<file path="config.mk">
export PLATFORM = sky130hd
export DESIGN_NAME = io_sequencer_flat
export DESIGN_NICKNAME = d
export VERILOG_FILES = /design/src/rtl/cpu_pkg.sv /design/src/rtl/io_sequencer_if.sv /design/src/rtl/io_timeout_counter.sv /design/src/rtl/io_sequencer.sv /design/src/flat_wrapper.sv
export SDC_FILE = /design/constraint.sdc
export NUM_CORES = 1
export LEC_CHECK = 0
export BUFFER_PORTS_ARGS = -buffer_cell sky130_fd_sc_hd__buf_2
export CELL_PAD_IN_SITES_DETAIL_PLACEMENT = 0
export CELL_PAD_IN_SITES_GLOBAL_PLACEMENT = 1
export CORE_MARGIN = 2
export CORE_UTILIZATION = 30
export DETAILED_ROUTE_END_ITERATION = 16
export PLACE_DENSITY = 0.77
export SETUP_SLACK_MARGIN = 0.5
export SLEW_MARGIN = 20
export SYNTH_ARGS = -nofsm -noshare
export SYNTH_HDL_FRONTEND = slang
export SYNTH_SLANG_ARGS = --single-unit
</file>
<file path="constraint.sdc">
create_clock -name clock -period 3.51 [get_ports clock]
set_clock_uncertainty 0.15 [all_clocks]
set_input_delay 0.5265 -clock clock [delete_from_list [all_inputs] [get_ports clock]]
set_output_delay 0.5265 -clock clock [all_outputs]
set_load 0.02 [all_outputs]
</file>
<file path="src/rtl/cpu_pkg.sv">
// cpu_pkg: opcodes, data width and I/O sequencer state shared by the control unit and io_sequencer.
package cpu_pkg;
    localparam int DATA_W = 32;
    localparam logic [4:0] OP_IN  = 5'b01011;
    localparam logic [4:0] OP_OUT = 5'b01100;
    localparam logic [4:0] OP_HLT = 5'b11000;
    typedef enum logic [2:0] {IDLE, WAIT_IN, IN_DONE, WAIT_OUT, OUT_DONE, HALTED} io_state_t;
    function automatic logic is_io_op(input logic [4:0] op);
        return op == OP_IN || op == OP_OUT || op == OP_HLT;
    endfunction
endpackage

</file>
<file path="src/rtl/io_sequencer_if.sv">
// io_sequencer_if: valid/ready handshakes between the sequencer (master) and the input source / output display (slave).
interface io_sequencer_if #(parameter int W = cpu_pkg::DATA_W);
    logic         InValid;
    logic [W-1:0] InData;
    logic         InAck;
    logic         OutValid;
    logic         OutReady;
    logic [W-1:0] OutWord;
    modport master(input InValid, InData, OutReady, output InAck, OutValid, OutWord);
    modport slave(output InValid, InData, OutReady, input InAck, OutValid, OutWord);
endinterface

</file>
<file path="src/rtl/io_timeout_counter.sv">
// io_timeout_counter: cycle counter with synchronous clear that saturates at MAX-1 and flags it on tc.
module io_timeout_counter #(
    parameter int MAX = 1024
) (
    input  logic clock,
    input  logic reset,
    input  logic clear,
    input  logic enable,
    output logic tc
);
    localparam int W = MAX > 1 ? $clog2(MAX) : 1;
    logic [W-1:0] cnt;
    always_ff @(posedge clock or negedge reset)
        if (!reset) cnt <= '0;
        else if (clear) cnt <= '0;
        else if (enable && !tc) cnt <= cnt + 1'b1;
    assign tc = cnt == W'(MAX - 1);
endmodule

</file>
<file path="src/rtl/io_sequencer.sv">
// io_sequencer: stalls the pipeline across IN/OUT handshakes and latches HLT.
// Define IO_TIMEOUT_EN to abort an OUT after TIMEOUT_CYC unanswered cycles and flag IoError.
module io_sequencer
    import cpu_pkg::*;
#(
    parameter int DATA_W      = cpu_pkg::DATA_W,
    parameter int TIMEOUT_CYC = 1024
) (
    input  logic              clock,
    input  logic              reset,
    input  logic [4:0]        OpCode,
    io_sequencer_if.master    io,
    output logic [DATA_W-1:0] InWord,
    output logic              InWrite,
    input  logic [DATA_W-1:0] OutSrc,
    output logic              Stall,
    output logic              Halted,
    output logic              IoError
);
    io_state_t state;
    logic      timeout;
    // InAck is combinational so it marks the very clock that captures InData
    assign io.InAck = state == WAIT_IN && io.InValid;
    assign InWrite  = state == IN_DONE;
    assign Halted   = state == HALTED;
    assign Stall    = state inside {WAIT_IN, WAIT_OUT, HALTED} || (state == IDLE && is_io_op(OpCode));
`ifdef IO_TIMEOUT_EN
    io_timeout_counter #(.MAX(TIMEOUT_CYC)) u_timeout (
        .clock (clock),
        .reset (reset),
        .clear (state != WAIT_OUT),
        .enable(state == WAIT_OUT),
        .tc    (timeout)
    );
`else
    // no timeout in this build; the comparison is constant false
    assign timeout = TIMEOUT_CYC < 0;
`endif
    always_ff @(posedge clock or negedge reset) begin
        if (!reset) begin
            state       <= IDLE;
            InWord      <= '0;
            io.OutWord  <= '0;
            io.OutValid <= 1'b0;
            IoError     <= 1'b0;
        end else begin
            case (state)
                IDLE:
                    if (OpCode == OP_IN) state <= WAIT_IN;
                    else if (OpCode == OP_OUT) begin
                        io.OutWord  <= OutSrc;
                        io.OutValid <= 1'b1;
                        state       <= WAIT_OUT;
                    end else if (OpCode == OP_HLT) state <= HALTED;
                WAIT_IN:
                    if (io.InValid) begin
                        InWord <= io.InData;
                        state  <= IN_DONE;
                    end
                WAIT_OUT:
                    if (io.OutReady || timeout) begin
                        io.OutValid <= 1'b0;
                        IoError     <= IoError | !io.OutReady;
                        state       <= OUT_DONE;
                    end
                HALTED:  state <= HALTED;
                default: state <= IDLE;
            endcase
        end
    end
endmodule
</file>
<file path="src/flat_wrapper.sv">
// flat-port wrapper written by rule: the top's interface ports become plain ports
module io_sequencer_flat import cpu_pkg::*;
#(
    parameter int DATA_W      = cpu_pkg::DATA_W,
    parameter int TIMEOUT_CYC = 1024
)
  (clock, reset, OpCode, InWord, InWrite, OutSrc, Stall, Halted, IoError, io_InValid, io_InData, io_OutReady, io_InAck, io_OutValid, io_OutWord);
  io_sequencer_if io_i ();
  input  logic clock;
  input  logic reset;
  input  logic [4:0] OpCode;
  output logic [DATA_W-1:0] InWord;
  output logic InWrite;
  input  logic [DATA_W-1:0] OutSrc;
  output logic Stall;
  output logic Halted;
  output logic IoError;
  input wire logic [$bits(io_i.InValid)-1:0] io_InValid;
  input wire logic [$bits(io_i.InData)-1:0] io_InData;
  input wire logic [$bits(io_i.OutReady)-1:0] io_OutReady;
  output wire logic [$bits(io_i.InAck)-1:0] io_InAck;
  output wire logic [$bits(io_i.OutValid)-1:0] io_OutValid;
  output wire logic [$bits(io_i.OutWord)-1:0] io_OutWord;
  assign io_i.InValid = io_InValid;
  assign io_i.InData = io_InData;
  assign io_i.OutReady = io_OutReady;
  assign io_InAck = io_i.InAck;
  assign io_OutValid = io_i.OutValid;
  assign io_OutWord = io_i.OutWord;
  io_sequencer #(.DATA_W(DATA_W), .TIMEOUT_CYC(TIMEOUT_CYC)) u_core (.clock(clock), .reset(reset), .OpCode(OpCode), .io(io_i), .InWord(InWord), .InWrite(InWrite), .OutSrc(OutSrc), .Stall(Stall), .Halted(Halted), .IoError(IoError));
endmodule
</file>
== After elaboration in Yosys (flattened, before gate mapping) ==
Index checks and enable logic that the tools add are counted.

* Bits in registers: 69
* Bits of input ports: 73
* Logic and storage cells: 43

* Equal/unequal tests: 12
* Multiplexer cells: 10
* Bitwise operators: 2
* Reduce and logical (&&, ||, !) cells: 14

{| class="wikitable"
|+ Operators with widths
! cell !! count
|-
| $mux W3 || 5
|-
| $pmux W3 S4 || 1
|-
| $eq A5 B4 Y1 const B || 2
|-
| $ne A2 B2 Y1 const B || 4
|-
| $eq A3 B2 Y1 const B || 2
|-
| $reduce_and A3 Y1 || 2
|-
| $eq A5 B5 Y1 const B || 1
|-
| $ne A4 B4 Y1 const B || 1
|-
| $reduce_and A2 Y1 || 2
|-
| $reduce_and A4 Y1 || 1
|-
| $eq A3 B1 Y1 const B || 1
|-
| $eq A3 B3 Y1 const B || 1
|-
| $logic_not A3 Y1 || 1
|-
| $logic_or A1 B1 Y1 || 3
|-
| $mux W1 || 3
|-
| $reduce_bool A3 Y1 || 1
|-
| $logic_and A1 B1 Y1 || 2
|-
| $pmux W1 S2 || 1
|-
| $reduce_bool A2 Y1 || 1
|-
| $logic_not A1 Y1 || 1
|-
| $not A1 Y1 || 1
|-
| $or A1 B1 Y1 || 1
|}

== Depth between registers and ports, before layout ==
* Depth after elaboration: 5
* Mapped depth: 6
* Mapped depth without buffers: 3

== Worst setup path before layout ==
No wires, ideal clock.

* Path kind: input to output
* From: input port OpCode[0]
* To: output port Stall
* Arrival: 1.485 ns
* Data required time: 2.833 ns
* Slack: 1.349 ns
* Cell stages on the path: 3
* Path buffers: 0
* Cell sequence: nor3b_4 -> a22oi_1 -> o31ai_1

* Longest elaborated chain between the ends: 5
* Elaborated cells between the ends (all ways): 7
* Those cells by class: eq/ne (3); reduce/logical (4)

{| class="wikitable"
|+ RTL lines
! what !! line !! text
|-
| start, declared || flat_wrapper.sv:11 || <nowiki>input logic [4:0] OpCode;</nowiki>
|-
| $eq A5 B4 Y1 || cpu_pkg.sv:9 || <nowiki>return op == OP_IN || op == OP_OUT || op == OP_HLT;</nowiki>
|-
| $logic_or A1 B1 Y1 || cpu_pkg.sv:9 ||
|-
| $logic_or A1 B1 Y1 * || cpu_pkg.sv:9 ||
|-
| $logic_and A1 B1 Y1 * || io_sequencer.sv:26 || <nowiki>assign Stall = state inside {WAIT_IN, WAIT_OUT, HALTED} || (state == IDLE && is_io_op(OpCode));</nowiki>
|-
| $logic_or A1 B1 Y1 * || io_sequencer.sv:26 ||
|-
| end, declared || flat_wrapper.sv:15 || <nowiki>output logic Stall;</nowiki>
|}

Mark *: on every way between the ends. The rest lies on a longest branch, timed or not.

== Worst setup path in the final report ==
* From: register u_core.state[1]
* To: output port io_InAck

* Longest elaborated chain between the ends: 2

{| class="wikitable"
|+ RTL lines
! what !! line !! text
|-
| start, declared || io_sequencer.sv:20 || <nowiki>io_state_t state;</nowiki>
|-
| start signal, assigned || io_sequencer.sv:41 || <nowiki>state <= IDLE;</nowiki>
|-
| start signal, assigned || io_sequencer.sv:49 || <nowiki>if (OpCode == OP_IN) state <= WAIT_IN;</nowiki>
|-
| start signal, assigned || io_sequencer.sv:53 || <nowiki>state <= WAIT_OUT;</nowiki>
|-
| $eq A3 B1 Y1 || io_sequencer.sv:23 || <nowiki>assign io.InAck = state == WAIT_IN && io.InValid;</nowiki>
|-
| $logic_and A1 B1 Y1 || io_sequencer.sv:23 ||
|-
| end, declared || flat_wrapper.sv:21 || <nowiki>output wire logic [$bits(io_i.InAck)-1:0] io_InAck;</nowiki>
|}

Every way passes these cells.

==> impl_metrics.csv <==
group,metric,value,unit
run_status,run_status,"complete, no violations",
final_layout,syn_to_final_growth,34.8,%
routing,via_count,1930,
cts,clk_latency,0.33,ns
cts,cts-buffers-inserted,9,
routing,totalWireLength,5.88,mm
synth,ys_ff_latch,69,
sta,layout_min_cycle_time,2.47,ns
synth,syn_avg_cell_area,16.2,um2
final_layout,drive_above_1_share,68.7,%
cts,clockBufferDepth,2,
synth,yosys_warnings,0,
power,p_leak,2.05,nW
routing,vias_per_cell,4.24,
final_layout,fill_cells,929,
routing,drc,0,
sta,final_hold_viol_count,0,
synth,yosysTopAreaCell,"dfrtp_1",
global_route,grt_pass1_wl,8.98,mm
cts,clkTransAtPathRegs,0.08,ns
sta,drv_slew,0,
critical_path,endpoint_kind,"primary output",
placed_design,gp_congestion,0.782,
die,start_util,31.1,%
die,ios,143,
final_layout,regArea,1730,um2
final_layout,n_antenna_cell,0,
synth,synth_cell_types,31,
synth,synthTopCellsByArea,"dfrtp_1, mux2_4, mux2_2",
final_layout,nNetsFinal,395,
die,die-area,10400,um2
sta,fin_crit_sh,70.3,%
critical_path,worstPathRequired,2.83,ns
synth,synth_common_cells,"dfrtp_1, mux2_2, mux2_4",
global_route,track_usage,11.3,%
flow_run,cap_violations,0,
sta,slew_headroom,43.2,%
critical_path,critPathKind,"reg2out",
global_route,grt_max_degree,70,
synth,synth_top_area_share,59.8,%
placed_design,io_buffers,142,
power,ir_worst_vdd,0.264,mV
placed_design,place_area,3680,um2
sta,setup-tns-final,0,ns
power,power.total,3.13,mW
cts,cts.sinks,69,
hold_path,hold_class,"reg2reg",
routing,drt-initial-drc-count,45,
routing,post_drt_wl_per_cell,12.9,um
routing,drtPass1Iterations,2,
routing,final_antenna_net_count,0,
synth,yosysMostFrequentCell,"dfrtp_1",
synth,syn-cell-area,2890,um2
die,core_area,9280,um2
final_layout,stdcell_area,3890,um2
critical_path,critPathMaxFanout,33,
synth,synth_edf_count,0,
synth,synth_cells,178,
sta,rsz0062_at_grt,"false",
final_layout,multi_input_area,1060,um2
sta,setup_violations,0,
critical_path,crit_arrival,1.79,ns
cts,ctsResizeCount,0,
synth,synth.net_count,251,
sta,holdWs,0.230,ns
cts,root_buffer,"clkbuf_8",
critical_path,cp-start-kind,"flop",
cts,cts_setup_buffers,0,
global_route,first_global_vias,1936,
placed_design,dp_hpwl,4.25,mm
cts,htree_levels,3,
cts,ctsHoldBuffers,0,
power,power.density,803,nW/um2
cts,cts_tree,"done",
synth,yosysSeqAreaShare,59.8,%
global_route,grt_antenna_before_repair,0,
synth,async_reset_ff_share,100,%
sta,tightestPinTransition,0.852,ns
synth,synth-main-ff-cell,"dfrtp_1",
die,die_w,102,um
sta,max_freq,0.405,GHz
die,die_y,102,um
die,rows,35,
global_route,overflow,0,
==> routing by layer <==
metal  vias up  part of all wire (%)  GRT usage [%]
li1        911                     -              -
met4         0                   2.6           6.77
met1       924                    42           13.4
met3        13                   7.1           2.80
met5         -                     0              0
met2        82                    48           18.7
==> power breakdown <==
part	switching (mW)	internal (mW)	leakage (nW)	total, mW
logic	0.648	0.532	1.10	1.18
clock network	0.295	0.396	0.101	0.691
registers	0.154	1.10	0.849	1.26
total	1.10	2.03	2.05	3.13
==> cell usage in the layout (no fill, tap or decap), types with 2 or more instances in the layout <==
master	n
clkbuf_8	9
nand3_1	2
o21ai_0	5
clkinvlp_4	2
inv_1	2
nor2b_1	4
mux2_1	2
mux2_2	32
mux2_4	30
buf_4	2
nand2_1	3
dfrtp_1	69
bufinv_16	2
buf_2	142
==> final timing paths <==
check                                     start                    end  slack [ns]  cells past startpoint
worst max-delay path            u_core.state[1]               io_InAck        1.04                      4
worst min-delay path             u_core.IoError         u_core.IoError        0.23                      0
worst max register to register  u_core.state[0]  u_core.io.OutWord[26]        1.30                      3
worst min register to register   u_core.IoError         u_core.IoError        0.23                      0
max in group asynchronous                 reset  u_core.io.OutWord[16]        2.41                      2
min in group asynchronous                 reset     u_core.io.OutValid        0.24                      2
==> worst max-delay path: stages, from the launching register on <==
cell and delay [ns]:
dfrtp_1 0.49, nor2_1 0.18, and3_1 0.17, buf_4 0.36, buf_2 0.25
==> registers in the layout (all words and copies together), names as in the netlist <==
register            cells
u_core.InWord          32
u_core.IoError          1
u_core.io.OutValid      1
u_core.io.OutWord      32
u_core.state            3
==> cell type report <==
cell class	count	area share [%]
repair buffers	144	18.6
multi-input cells	96	27.2
inverters	2	0.193
well taps	129	4.15
clock buffers	9	3.18
flip-flops and latches	69	44.3
clock inverters	6	2.28
==> per-stage QoR <==
step                      instances  worst slack, ns  utilization (%)
after floorplan                 178             1.35                -
after global placement          440             1.04             39.6
after detailed placement        440             1.02             39.6
after CTS                       455             1.01             41.9
after global routing            455            0.916             41.9
final                           455             1.04             41.9
==> cells by family after synthesis <==
kind of cell / count (synthesis) / synth area share [%]
DFF: 69 / 59.8
AOI/OAI and AO/OA: 10 / 2.12
muxes: 64 / 28.9
and+or+nand+nor: 21 / 5.42
xor gates and xnor gates: 1 / 0.303
buffers and inverters: 13 / 3.51
Power figures use the tool's default switching activity.
